**src/rtl/ram8_if.sv**
```systemverilog
// Bus bundle for the eight-word register bank: write data, load, addresses and read data.
// Latency: none, wires only. The optional second read port exists only with RAM8_PORTB_EN.
// Backpressure: none. The bank always accepts a write and always answers a read.
interface ram8_if #(
  parameter int WIDTH = 16
);

  logic [WIDTH-1:0] in;
  logic             load;
  logic [2:0]       address;
  logic [WIDTH-1:0] out;
`ifdef RAM8_PORTB_EN
  logic [2:0]       addressB;
  logic [WIDTH-1:0] outB;
`endif

`ifdef RAM8_PORTB_EN
  modport master (
    output in,
    output load,
    output address,
    output addressB,
    input  out,
    input  outB
  );

  modport slave (
    input  in,
    input  load,
    input  address,
    input  addressB,
    output out,
    output outB
  );
`else
  modport master (
    output in,
    output load,
    output address,
    input  out
  );

  modport slave (
    input  in,
    input  load,
    input  address,
    output out
  );
`endif

endinterface

```
**src/rtl/ram8.sv**
```systemverilog
// Eight-word WIDTH-bit register bank: one-hot write decode, combinational 8-way read mux.
// Latency: a write lands on the capturing clk edge and reads take zero cycles. Reset is async and clears all words.
// Backpressure: none. Optional macro RAM8_PORTB_EN adds an independent read port B (addressB/outB).
module ram8 #(
  parameter int WIDTH = 16
) (
  input  logic  clk,
  input  logic  reset,
  ram8_if.slave bus
);

  // Storage, packed so the whole bank is updated from a single process.
  logic [7:0][WIDTH-1:0] word_q;

  // One-hot write strobe. At most one bit is set per edge.
  logic [7:0] wr_en;

  // 8-way selection. An unknown address falls through to X, so a
  // corrupted address is visible on the read port rather than aliasing
  // onto some word.
  function automatic logic [WIDTH-1:0] sel8(
    input logic [2:0]            a,
    input logic [7:0][WIDTH-1:0] w
  );
    case (a)
      3'd0:    return w[0];
      3'd1:    return w[1];
      3'd2:    return w[2];
      3'd3:    return w[3];
      3'd4:    return w[4];
      3'd5:    return w[5];
      3'd6:    return w[6];
      3'd7:    return w[7];
      default: return 'x;
    endcase
  endfunction

  // Address decoder. An X/Z address compares as unknown, so no strobe
  // is raised and no word is touched.
  always_comb begin
    wr_en = '0;
    if (bus.load) begin
      for (int i = 0; i < 8; i++) begin
        if (bus.address == 3'(i)) begin
          wr_en[i] = 1'b1;
        end
      end
    end
  end

  // Word registers. Reset wins over any write pending in the same cycle.
  always_ff @(posedge clk or posedge reset) begin
    if (reset) begin
      word_q <= '0;
    end else begin
      for (int i = 0; i < 8; i++) begin
        if (wr_en[i]) begin
          word_q[i] <= bus.in;
        end
      end
    end
  end

  // Read port A. This path has no bypass from in: a read of the word
  // being written shows the old value until the edge.
  always_comb begin
    bus.out = sel8(bus.address, word_q);
  end

`ifdef RAM8_PORTB_EN
  // Read port B. This port is fully independent of port A and follows the same old-then-new rule.
  always_comb begin
    bus.outB = sel8(bus.addressB, word_q);
  end
`endif

endmodule

```
**src/flat_wrapper.sv**
```systemverilog
// flat-port wrapper written by rule: the top's interface ports become plain ports
module ram8_flat 
#(
  parameter int WIDTH = 16
)
  (clk, reset, bus_in, bus_load, bus_address, bus_out);
  ram8_if #(.WIDTH(WIDTH)) bus_i ();
  input  logic clk;
  input  logic reset;
  input wire logic [$bits(bus_i.in)-1:0] bus_in;
  input wire logic [$bits(bus_i.load)-1:0] bus_load;
  input wire logic [$bits(bus_i.address)-1:0] bus_address;
  output wire logic [$bits(bus_i.out)-1:0] bus_out;
  assign bus_i.in = bus_in;
  assign bus_i.load = bus_load;
  assign bus_i.address = bus_address;
  assign bus_out = bus_i.out;
  ram8 #(.WIDTH(WIDTH)) u_core (.clk(clk), .reset(reset), .bus(bus_i));
endmodule
```
**config.mk**
```make
export PLATFORM = sky130hd
export DESIGN_NAME = ram8_flat
export DESIGN_NICKNAME = d
export VERILOG_FILES = /design/src/rtl/ram8_if.sv /design/src/rtl/ram8.sv /design/src/flat_wrapper.sv
export SDC_FILE = /design/constraint.sdc
export NUM_CORES = 1
export LEC_CHECK = 0
export CAP_MARGIN = 20
export CORE_MARGIN = 10
export CORE_UTILIZATION = 54
export DETAILED_ROUTE_END_ITERATION = 16
export PLACE_DENSITY = 0.74
export RECOVER_POWER = 50
export SYNTH_ARGS = -nofsm -noshare
export SYNTH_HDL_FRONTEND = slang
export SYNTH_SLANG_ARGS = --single-unit
```
**constraint.sdc**
```tcl
create_clock -name clk -period 10.3 [get_ports clk]
set_input_delay 1.03 -clock clk [delete_from_list [all_inputs] [get_ports clk]]
set_output_delay 1.03 -clock clk [all_outputs]
set_load 0.05 [all_outputs]
```
Yosys cells after proc, flatten, opt, wreduce, memory -nomap -nowiden
Index checks and enable logic that the tools add are counted.

word-level totals
  register bits = 128
  output and inout port bits = 16

cells by class
  reductions and logical operators = 1
  mux-type cells = 10
  equality and inequality tests = 7

operators by type and width
  cell                                            number
  one-hot mux 16 bit (8 select lines)             1
  == test 3 bit (second input constant)           4
  two-way mux 1 bit                               8
  two-way mux 8 bit                               1
  == test 3 x 2 -> 1 bit (second input constant)  2
  == test 3 x 1 -> 1 bit (second input constant)  1
  zero test 3 bit                                 1

Depth between registers and ports, before layout
Gate-level depths: netlist of the first run.

  word-level depth = 3
  depth in mapped cells = 7
  depth with buffers taken out = 4

Least setup slack after synthesis of the first run
Ideal clock, no wire load.

  path kind = input -> output
  start point = input bus_address[0]
  end point = output bus_out[0]
  slack = 6.709 ns
  arrival time = 2.561 ns
  stages on the path = 6
  path through = buf_4 buf_6 buf_4 clkbuf_1 a221oi_1 nor2_1

between the ends
  cells in the longest elaborated chain, start to end = 2

RTL lines
  what                                         RTL line            RTL
  start, declared                              flat_wrapper.sv:12  input wire logic [$bits(bus_i.address)-1:0] bus_address;
  == test 3 bit, or another cell as far along  ram8.sv:25          case (a)
  one-hot mux 16 bit (8 select lines) (*)      ram8.sv:25
  end, declared                                flat_wrapper.sv:13  output wire logic [$bits(bus_i.out)-1:0] bus_out;

Every way passes the cells marked *; elsewhere a longest branch is shown, timed or not.

==> results.py, run 1 <==
metrics = {
    "timing": {
        "slew_headroom_pct": -174.8,
        "fin_skew_ps": 0,
        "fin_ws_ps": 3900,
        "rsz0062_at_grt": "no",
        "worst_hold_slack_ps": 490.8,
        "worst_slew_pin_slew_ps": 4122,
        "final-hold-violation-count": 0,
        "tns_ps": 0,
        "max_freq_mhz": 156.2,
        "slew_violations": 169,
        "fin_crit_ps": 6400,
        "finalSetupViolCount": 0,
        "period_share_pct": 62.14,
    },
    "cts": {
        "cts_sinks": 128,
        "postCtsHoldBufs": 0,
        "cts_made_buffers": 17,
        "tritoncts": "built",
        "clkTransAtPathRegs_ps": 60,
        "cts-root-buf": "clkbuf_8",
        "insertion_delay_ps": 530,
        "cts_setup_buffers": 0,
        "cts.htree.levels": 4,
        "cts_resized": 0,
        "cts_buffer_depth": 2,
    },
    "drt": {
        "wl_per_cell_um": 20.14,
        "ant_nets": 0,
        "via_per_inst": 5.775,
        "dr.pass1.iters": 4,
        "drc": 0,
        "vias": 3627,
        "drtIter0Drc": 236,
        "drt-total-wl_mm": 12.65,
    },
    "logic_synthesis": {
        "synth_most_common_cell": "dfrtp_1",
        "syn_inst": 443,
        "synthTopCellsByArea": "dfrtp_1 54%, mux2_2 22%, mux2i_1 3.5%",
        "avgSynthCellArea_um2": 13.50,
        "ys_ff_latch": 128,
        "synth_warnings": 0,
        "yosysUniqueCellTypes": 35,
        "ys_seq_area_share_pct": 53.56,
        "netlist.area_leader.share_pct": 53.56,
        "synth_nets": 465,
        "postSynth.asyncResetShare_pct": 100.0,
        "ys.flop_type": "dfrtp_1",
        "synth_top_area_cell": "dfrtp_1",
        "synth_common_cells": "128 x dfrtp_1, 117 x mux2_2, 32 x nor2_1",
        "synth_area_um2": 5981,
        "synth_edf_count": 0,
    },
    "critical_path": {
        "cpMostUsedCell": "clkbuf_1",
        "path_cells": "dlygate4sd3_1 > clkinvlp_2 > clkbuf_1 > clkbuf_1",
        "critPathBufInv": 4,
        "worstPathArrival_ps": 6070,
        "cp_data_required_time_ps": 9970,
        "endpoint_kind": "asynchronous set/reset pin",
        "start_kind": "input port",
        "r2r-start": "u_core.word_q[127]",
        "slowest_stage": "clkbuf_1",
        "ff2ff_path_depth": 1,
        "rrSetupSlack_ps": 9500,
        "crit_type": "in -> async",
        "cp_max_fo": 77,
        "slowest_delay_ps": 2920,
        "r2r-end": "u_core.word_q[127]",
        "critPathTopFamily": "buffers and inverters",
    },
    "place": {
        "pre_cts_slack_ps": 5203,
        "portBuffers": 37,
        "gp_congestion": 0.7390,
        "dp.cells": 594,
        "dp_hpwl_mm": 7.283,
        "place_area_um2": 6327,
    },
    "power": {
        "p_seq_share_pct": 41.5,
        "p_leak_nw": 3.021,
        "p_sw_share_pct": 25.57,
        "power_frac_comb_pct": 18.6,
        "peakVddDrop_v": 0.0001427,
        "power_mw": 1.606,
        "p_int_mw": 1.195,
        "pwr-share-clk_pct": 39.9,
        "power_density_nw_per_um2": 231.0,
        "p_sw_mw": 0.4105,
    },
    "die": {
        "core_um2": 10840,
        "rows": 38,
        "die_w_um": 125.2,
        "pin_count": 38,
        "initial_utilization_pct": 55.17,
        "die_y_um": 125.2,
        "dieArea_um2": 15690,
    },
    "finish": {
        "stdcell_count": 628,
        "largest-register": "u_core.word_q",
        "num-fill-cells": 820,
        "antenna_cells": 0,
        "top_regs": "u_core.word_q x128",
        "largest_reg_flops": 128,
        "post-route-util_pct": 64.13,
        "fin_nets": 497,
        "drive_gt1_share_pct": 35.04,
        "syn_to_final_growth_pct": 16.23,
        "finalInstanceArea_um2": 6952,
    },
    "grt": {
        "grt_pass1_wl_mm": 21.13,
        "use_met1_pct": 20.76,
        "top_usage_layer": "met2",
        "use_met2_pct": 27.58,
        "grt_max_degree": 83,
        "antenna_found_initial": 0,
        "overflow": 0,
        "grtUsageMet3_pct": 4.605,
        "grt_use_total_pct": 16.66,
        "grt_pass1_vias": 3984,
    },
    "flow_run": {
        "drv_cap": 3,
    },
    "min_path": {
        "worstHoldPathCells": 1,
        "holdPathEnd": "u_core.word_q[15]",
        "hold_class": "reg -> reg",
        "hp-start": "u_core.word_q[15]",
    },
    "status": {
        "violations": "capacitance limit, slew limit",
        "status": "finished, violations left",
    },
}
-- power groups by stage --
stage	logic, mW	clock network (mW)	registers (mW)
finish	0.298	0.641	0.667
global route	0.325	0.672	0.680
CTS	0.302	0.649	0.666
detailed placement	0.300	0	0.673
global placement	0.291	0	0.666
floorplan	0.235	0	0.657
-- cells in the final DEF, fill, tap and decap left out, types with 4 or more instances in the layout --
cell type,instances
a221oi_1,23
a22o_1,11
bufinv_16,5
clkbuf_1,5
clkbuf_16,16
clkdlybuf4s50_1,33
clkinv_2,4
dfrtp_1,128
inv_1,14
mux2_1,4
mux2_2,117
mux2_4,7
mux2i_1,21
nand2_1,15
nor2_1,32
o21ai_0,12
-- layout make-up --
cell class | instances | area (um2) | area share, %
Multi-Input combinational cell | 271 | 2497 | 35.93
Tap cell | 140 | 175.2 | 2.520
Clock buffer | 21 | 449.2 | 6.461
Clock inverter | 11 | 185.2 | 2.664
Sequential cell | 128 | 3203 | 46.08
Timing Repair Buffer | 42 | 384.1 | 5.526
Inverter | 15 | 57.56 | 0.8279
-- cell families after synthesis --
kind of cell,synth area share [%]
buffers and inverters,4.435
muxes,28.81
and+or+nand+nor,5.670
DFF,53.56
AOI/OAI and AO/OA,7.532
-- worst max-delay path by stage --
| stage | startpoint | end | slack, ps | cells after the start |
|---|---|---|---|---|
| 3_5_place_dp | bus_address[2] | bus_out[1] | 5200 | 7 |
| 2_1_floorplan | reset | u_core.word_q[0] | 5860 | 1 |
| 6_report | reset | u_core.word_q[24] | 3900 | 4 |
| 4_1_cts | bus_address[2] | bus_out[1] | 5180 | 7 |
| 3_3_place_gp | bus_address[2] | bus_out[1] | 5230 | 7 |
| 5_1_grt | reset | u_core.word_q[24] | 2910 | 4 |
-- layer usage --
layer	vias to the layer above	routed length, um
met4	0	133
met5	-	0
met2	61	6233
met3	17	445
met1	1864	5837
li1	1685	-
Note: power is estimated with default switching activity, not from simulation.
==> run 2: changes to the inputs <==
Settings changed: CORE_UTILIZATION 54 to 53, PLACE_DENSITY 0.74 to 0.75.
Clock period 10.3 ns to 5.2 ns, I/O delays scaled along.
==> run 2 against run 1 <==
Largest cell class unchanged. Total power is 98% higher. Highest routed layer unchanged. Hold slack worse by 6.6 ps. Critical endpoint is now bus_out[14]. Flip-flop and latch count stayed put. Clock power is 98% higher. Wire length is 2.5% higher. First-iteration DRC count is 36% higher. Die area is 1.6% higher. Combinational power is 99% higher. Largest power group unchanged. The flow still finishes with violations (capacitance limit, slew limit).
==> results.py, run 2 (synthesized netlist as in run 1, its figures left out) <==
metrics = {
    "die": {
        "die_y_um": 126.2,
        "rows": 38,
        "dieArea_um2": 15930,
        "initial_utilization_pct": 54.69,
        "die_w_um": 126.2,
        "pin_count": 38,
        "core_um2": 10940,
    },
    "timing": {
        "fin_ws_ps": 1076,
        "finalSetupViolCount": 0,
        "slew_violations": 70,
        "worst_slew_pin_slew_ps": 2632,
        "rsz0062_at_grt": "no",
        "worst_hold_slack_ps": 484.2,
        "period_share_pct": 79.31,
        "fin_crit_ps": 4124,
        "slew_headroom_pct": -76.44,
        "fin_skew_ps": 0,
        "final-hold-violation-count": 0,
        "max_freq_mhz": 242.5,
        "tns_ps": 0,
    },
    "finish": {
        "final_common_cell": "dfrtp_1",
        "fin_nets": 501,
        "largest-register": "u_core.word_q",
        "drive_gt1_share_pct": 35.98,
        "largest_reg_flops": 128,
        "antenna_cells": 0,
        "top_regs": "u_core.word_q x128",
        "syn_to_final_growth_pct": 16.74,
        "num-fill-cells": 826,
        "final_cell_mix": "128 x dfrtp_1, 117 x mux2_2, 32 x nor2_1, 32 x clkdlybuf4s50_1, 23 x a221oi_1",
        "post-route-util_pct": 63.84,
    },
    "status": {
        "violations": "capacitance limit, slew limit",
        "status": "finished, violations left",
    },
    "critical_path": {
        "r2r-end": "u_core.word_q[101]",
        "startpoint": "bus_address[1]",
        "crit_type": "in -> out",
        "worstPathArrival_ps": 3600,
        "critPathCapture": "bus_out[14]",
        "cp_max_fo": 22,
        "r2r-start": "u_core.word_q[101]",
        "rrSetupSlack_ps": 4400,
        "cp_data_required_time_ps": 4680,
        "endpoint_kind": "output port",
        "ff2ff_path_depth": 1,
        "start_kind": "input port",
    },
    "cts": {
        "cts_resized": 0,
        "clkTransAtPathRegs_ps": 60,
        "cts_made_buffers": 17,
        "insertion_delay_ps": 410,
        "cts.htree.levels": 4,
        "cts_setup_buffers": 0,
        "cts_sinks": 128,
        "cts_buffer_depth": 2,
        "tritoncts": "built",
        "cts-root-buf": "clkbuf_16",
        "postCtsHoldBufs": 0,
    },
    "power": {
        "p_leak_nw": 3.031,
        "peakVddDrop_v": 0.0002097,
        "power_density_nw_per_um2": 455.5,
    },
    "place": {
        "gp_congestion": 0.7737,
        "portBuffers": 37,
        "pre_cts_slack_ps": 1563,
        "dp_hpwl_mm": 7.833,
    },
    "drt": {
        "ant_nets": 0,
        "drtIter0Drc": 320,
        "dr.pass1.iters": 5,
        "drt-total-wl_mm": 12.97,
        "vias": 3646,
        "via_per_inst": 5.769,
        "wl_per_cell_um": 20.52,
        "drc": 0,
    },
    "grt": {
        "overflow": 0,
        "grt_pass1_wl_mm": 21.45,
        "antenna_found_initial": 0,
        "grt_use_total_pct": 16.98,
        "grt_max_degree": 60,
        "grt_pass1_vias": 3894,
    },
    "min_path": {
        "hold_class": "reg -> reg",
    },
    "flow_run": {
        "drv_cap": 3,
    },
}
[run 2: worst min path at each step]
stage / start / end / slack (ps) / cells past startpoint
6_report: u_core.word_q[15] / u_core.word_q[15] / 480 / 1
3_3_place_gp: u_core.word_q[15] / u_core.word_q[15] / 470 / 1
2_1_floorplan: u_core.word_q[15] / u_core.word_q[15] / 460 / 1
4_1_cts: u_core.word_q[15] / u_core.word_q[15] / 490 / 1
5_1_grt: u_core.word_q[105] / u_core.word_q[105] / 500 / 1
3_5_place_dp: u_core.word_q[15] / u_core.word_q[15] / 480 / 1
[run 2: where the power goes]
part	switching [mW]	total, mW	internal, mW	leakage [nW]
logic	0.288	0.592	0.304	1.20
registers	0.107	1.32	1.22	1.54
clock network	0.458	1.27	0.808	0.296
total	0.853	3.18	2.33	3.03
[run 2: metrics by stage]
| step | power [mW] | cells | instance area [um2] |
|---|---|---|---|
| after floorplan | 1.767 | 443 | 5981 |
| after global placement | 1.901 | 598 | 6357 |
| after detailed placement | 1.934 | 598 | 6357 |
| after CTS | 3.204 | 630 | 6994 |
| after global routing | 3.324 | 632 | 6982 |
| final | 3.180 | 632 | 6982 |
[run 2: cell type report]
cell class / instances / area, um2 / share of cell area, %
clock buffer: 17 / 425.4 / 6.093
clock inverter: 15 / 211.5 / 3.029
inverter: 15 / 57.56 / 0.8244
multi-input combinational: 271 / 2486 / 35.61
sequential: 128 / 3203 / 45.88
tap: 140 / 175.2 / 2.509
timing repair buffer: 46 / 422.9 / 6.057
[run 2: critical path: stages]
cell and delay (ps):
clkbuf_1 820, buf_4 450, nand2b_1 300, nor2_1 150, buf_4 210, a221oi_1 340
nor2_1 90, clkdlybuf4s50_1 710
[run 2: metal layers]
metal | track usage (%) | vias up | part of all wire [%] | wire length [um]
li1 | - | 1693 | - | -
met1 | 21.48 | 1888 | 46 | 5936
met2 | 27.66 | 56 | 50 | 6474
met3 | 4.572 | 9 | 3.3 | 422
met4 | 5.492 | 0 | 1.1 | 138
met5 | 0 | - | 0 | 0
==> run 3: changes to the inputs <==
Settings changed: CORE_UTILIZATION 53 to 54, PLACE_DENSITY 0.75 to 0.74.
Clock period 5.2 ns to 4.1 ns, I/O delays scaled along.
==> run 3 against run 2 <==
The flow still finishes with violations (capacitance limit, slew limit). Non-clock buffer count decreased by 1. Combinational power rose by 27%. Setup slack lost 440 ps. First-iteration DRC count decreased by 18%. Global-route usage up 0.28 points. Via count is 2.0% higher. Largest cell class unchanged. Largest power group unchanged.
==> results.py, run 3 (synthesized netlist as in run 1, its figures left out) <==
metrics = {
    "status": {
        "status": "finished, violations left",
        "violations": "capacitance limit, slew limit",
    },
    "finish": {
        "fin_nets": 500,
        "largest_reg_flops": 128,
        "final_cell_mix": "128 x dfrtp_1, 117 x mux2_2, 32 x nor2_1",
        "largest-register": "u_core.word_q",
        "antenna_cells": 0,
        "finalInstanceArea_um2": 6954,
        "drive_gt1_share_pct": 37.68,
        "top_regs": "u_core.word_q x128",
        "final_common_cell": "dfrtp_1",
        "syn_to_final_growth_pct": 16.28,
        "num-fill-cells": 830,
    },
    "critical_path": {
        "start_kind": "input port",
        "rrSetupSlack_ps": 3290,
        "r2r-start": "u_core.word_q[124]",
        "cp_data_required_time_ps": 3690,
        "slowest_delay_ps": 820,
        "crit_type": "in -> out",
        "ff2ff_path_depth": 1,
        "r2r-end": "u_core.word_q[124]",
        "slowest_stage": "nor2_1",
        "cp_max_fo": 18,
        "endpoint_kind": "output port",
        "path_cells": "buf_2 > inv_1 > nor2_1 > a221oi_1 > nor2_1 > clkdlybuf4s50_1",
        "cpMostUsedCell": "nor2_1",
        "worstPathArrival_ps": 3060,
    },
    "min_path": {
        "hp-start": "u_core.word_q[105]",
        "worstHoldPathCells": 1,
        "hold_class": "reg -> reg",
        "holdPathEnd": "u_core.word_q[105]",
    },
    "die": {
        "initial_utilization_pct": 55.17,
        "die_w_um": 125.2,
        "pin_count": 38,
        "core_um2": 10840,
        "dieArea_um2": 15690,
        "die_y_um": 125.2,
        "rows": 38,
    },
    "place": {
        "gp_congestion": 0.7438,
        "place_area_um2": 6352,
        "dp_hpwl_mm": 7.872,
        "portBuffers": 37,
    },
    "timing": {
        "fin_skew_ps": 0,
        "period_share_pct": 84.57,
        "fin_crit_ps": 3468,
        "slew_violations": 72,
        "rsz0062_at_grt": "no",
        "slew_headroom_pct": -85.82,
        "max_freq_mhz": 288.4,
        "worst_slew_pin_slew_ps": 2784,
        "tns_ps": 0,
        "finalSetupViolCount": 0,
        "final-hold-violation-count": 0,
    },
    "power": {
        "power_density_nw_per_um2": 577.1,
        "peakVddDrop_v": 0.0004648,
        "p_leak_nw": 3.060,
    },
    "cts": {
        "cts_sinks": 128,
        "cts_setup_buffers": 0,
        "clkTransAtPathRegs_ps": 50,
        "cts_made_buffers": 17,
        "cts_resized": 0,
        "tritoncts": "built",
        "cts-root-buf": "clkbuf_8",
        "cts_buffer_depth": 2,
        "insertion_delay_ps": 520,
        "cts.htree.levels": 4,
        "postCtsHoldBufs": 0,
    },
    "drt": {
        "drtIter0Drc": 263,
        "dr.pass1.iters": 5,
        "drc": 0,
        "via_per_inst": 5.895,
        "vias": 3720,
        "ant_nets": 0,
        "drt-total-wl_mm": 13.19,
        "wl_per_cell_um": 20.90,
    },
    "grt": {
        "overflow": 0,
        "grt_use_total_pct": 17.26,
        "grt_pass1_wl_mm": 21.69,
        "grt_pass1_vias": 4116,
        "grt_max_degree": 73,
        "antenna_found_initial": 0,
    },
    "flow_run": {
        "drv_cap": 1,
    },
}
## run 3: changes by cell type in the layout (fill, tap and decap cells not counted), sizes merged
cell / before / now
buf: 9 / 21
clkbuf: 20 / 23
clkdlybuf4s50: 32 / 22
clkinv: 5 / 3
clkinvlp: 5 / 2
inv: 16 / 15
## run 3: worst max-delay path: cells and delay by family
family	cells	cell delay, ps
AO/OA/AOI/OAI	1	240
buffers and inverters	3	1420
AND/OR/NAND/NOR	2	990
## run 3: how the worst max path moves through the flow
stage                       end            from  slack [ps]  cells after the start
2_1_floorplan  u_core.word_q[0]           reset         280                      1
3_3_place_gp        bus_out[14]  bus_address[2]         730                      6
3_5_place_dp        bus_out[14]  bus_address[2]         610                      6
4_1_cts             bus_out[14]  bus_address[2]         590                      6
5_1_grt             bus_out[14]  bus_address[2]         440                      6
6_report            bus_out[14]  bus_address[2]         630                      6
## run 3: cell type report
| cell class | count | area, um2 | area share [%] |
|---|---|---|---|
| inverters | 15 | 56.30 | 0.8096 |
| flip-flops and latches | 128 | 3203 | 46.06 |
| clock buffers | 23 | 476.7 | 6.855 |
| repair buffers | 45 | 402.9 | 5.793 |
| clock inverters | 9 | 153.9 | 2.213 |
| multi-input cells | 271 | 2486 | 35.75 |
| well taps | 140 | 175.2 | 2.519 |
## run 3: power by group
group          switching [mW]  internal [mW]  leakage, nW  total, mW
logic                   0.372          0.381         1.22      0.753
clock network           0.533           1.05        0.304       1.58
registers               0.135           1.54         1.54       1.68
total                    1.04           2.97         3.06       4.01
## run 3: routing by layer
| layer | share of wire, % | wire (um) | track usage [%] | up-vias |
|---|---|---|---|---|
| met1 | 44 | 5747 | 20.19 | 1937 |
| met4 | 1.7 | 219 | 5.556 | 0 |
| met2 | 51 | 6730 | 29.96 | 83 |
| met5 | 0 | 0 | 0 | - |
| met3 | 3.7 | 490 | 4.816 | 20 |
| li1 | - | - | - | 1680 |
## run 3: per-stage QoR
stage	setup WS, ps	power, mW	std cells	hold slack [ps]	util (%)
floorplan	277.4	2.241	443	458.8	-
CTS	593.2	4.043	631	488.3	64.42
global placement	727.9	2.412	599	472.3	58.60
detailed placement	613.0	2.449	599	481.6	58.60
finish	632.5	4.013	631	491.7	64.15
global route	444.7	4.195	631	512.2	64.15
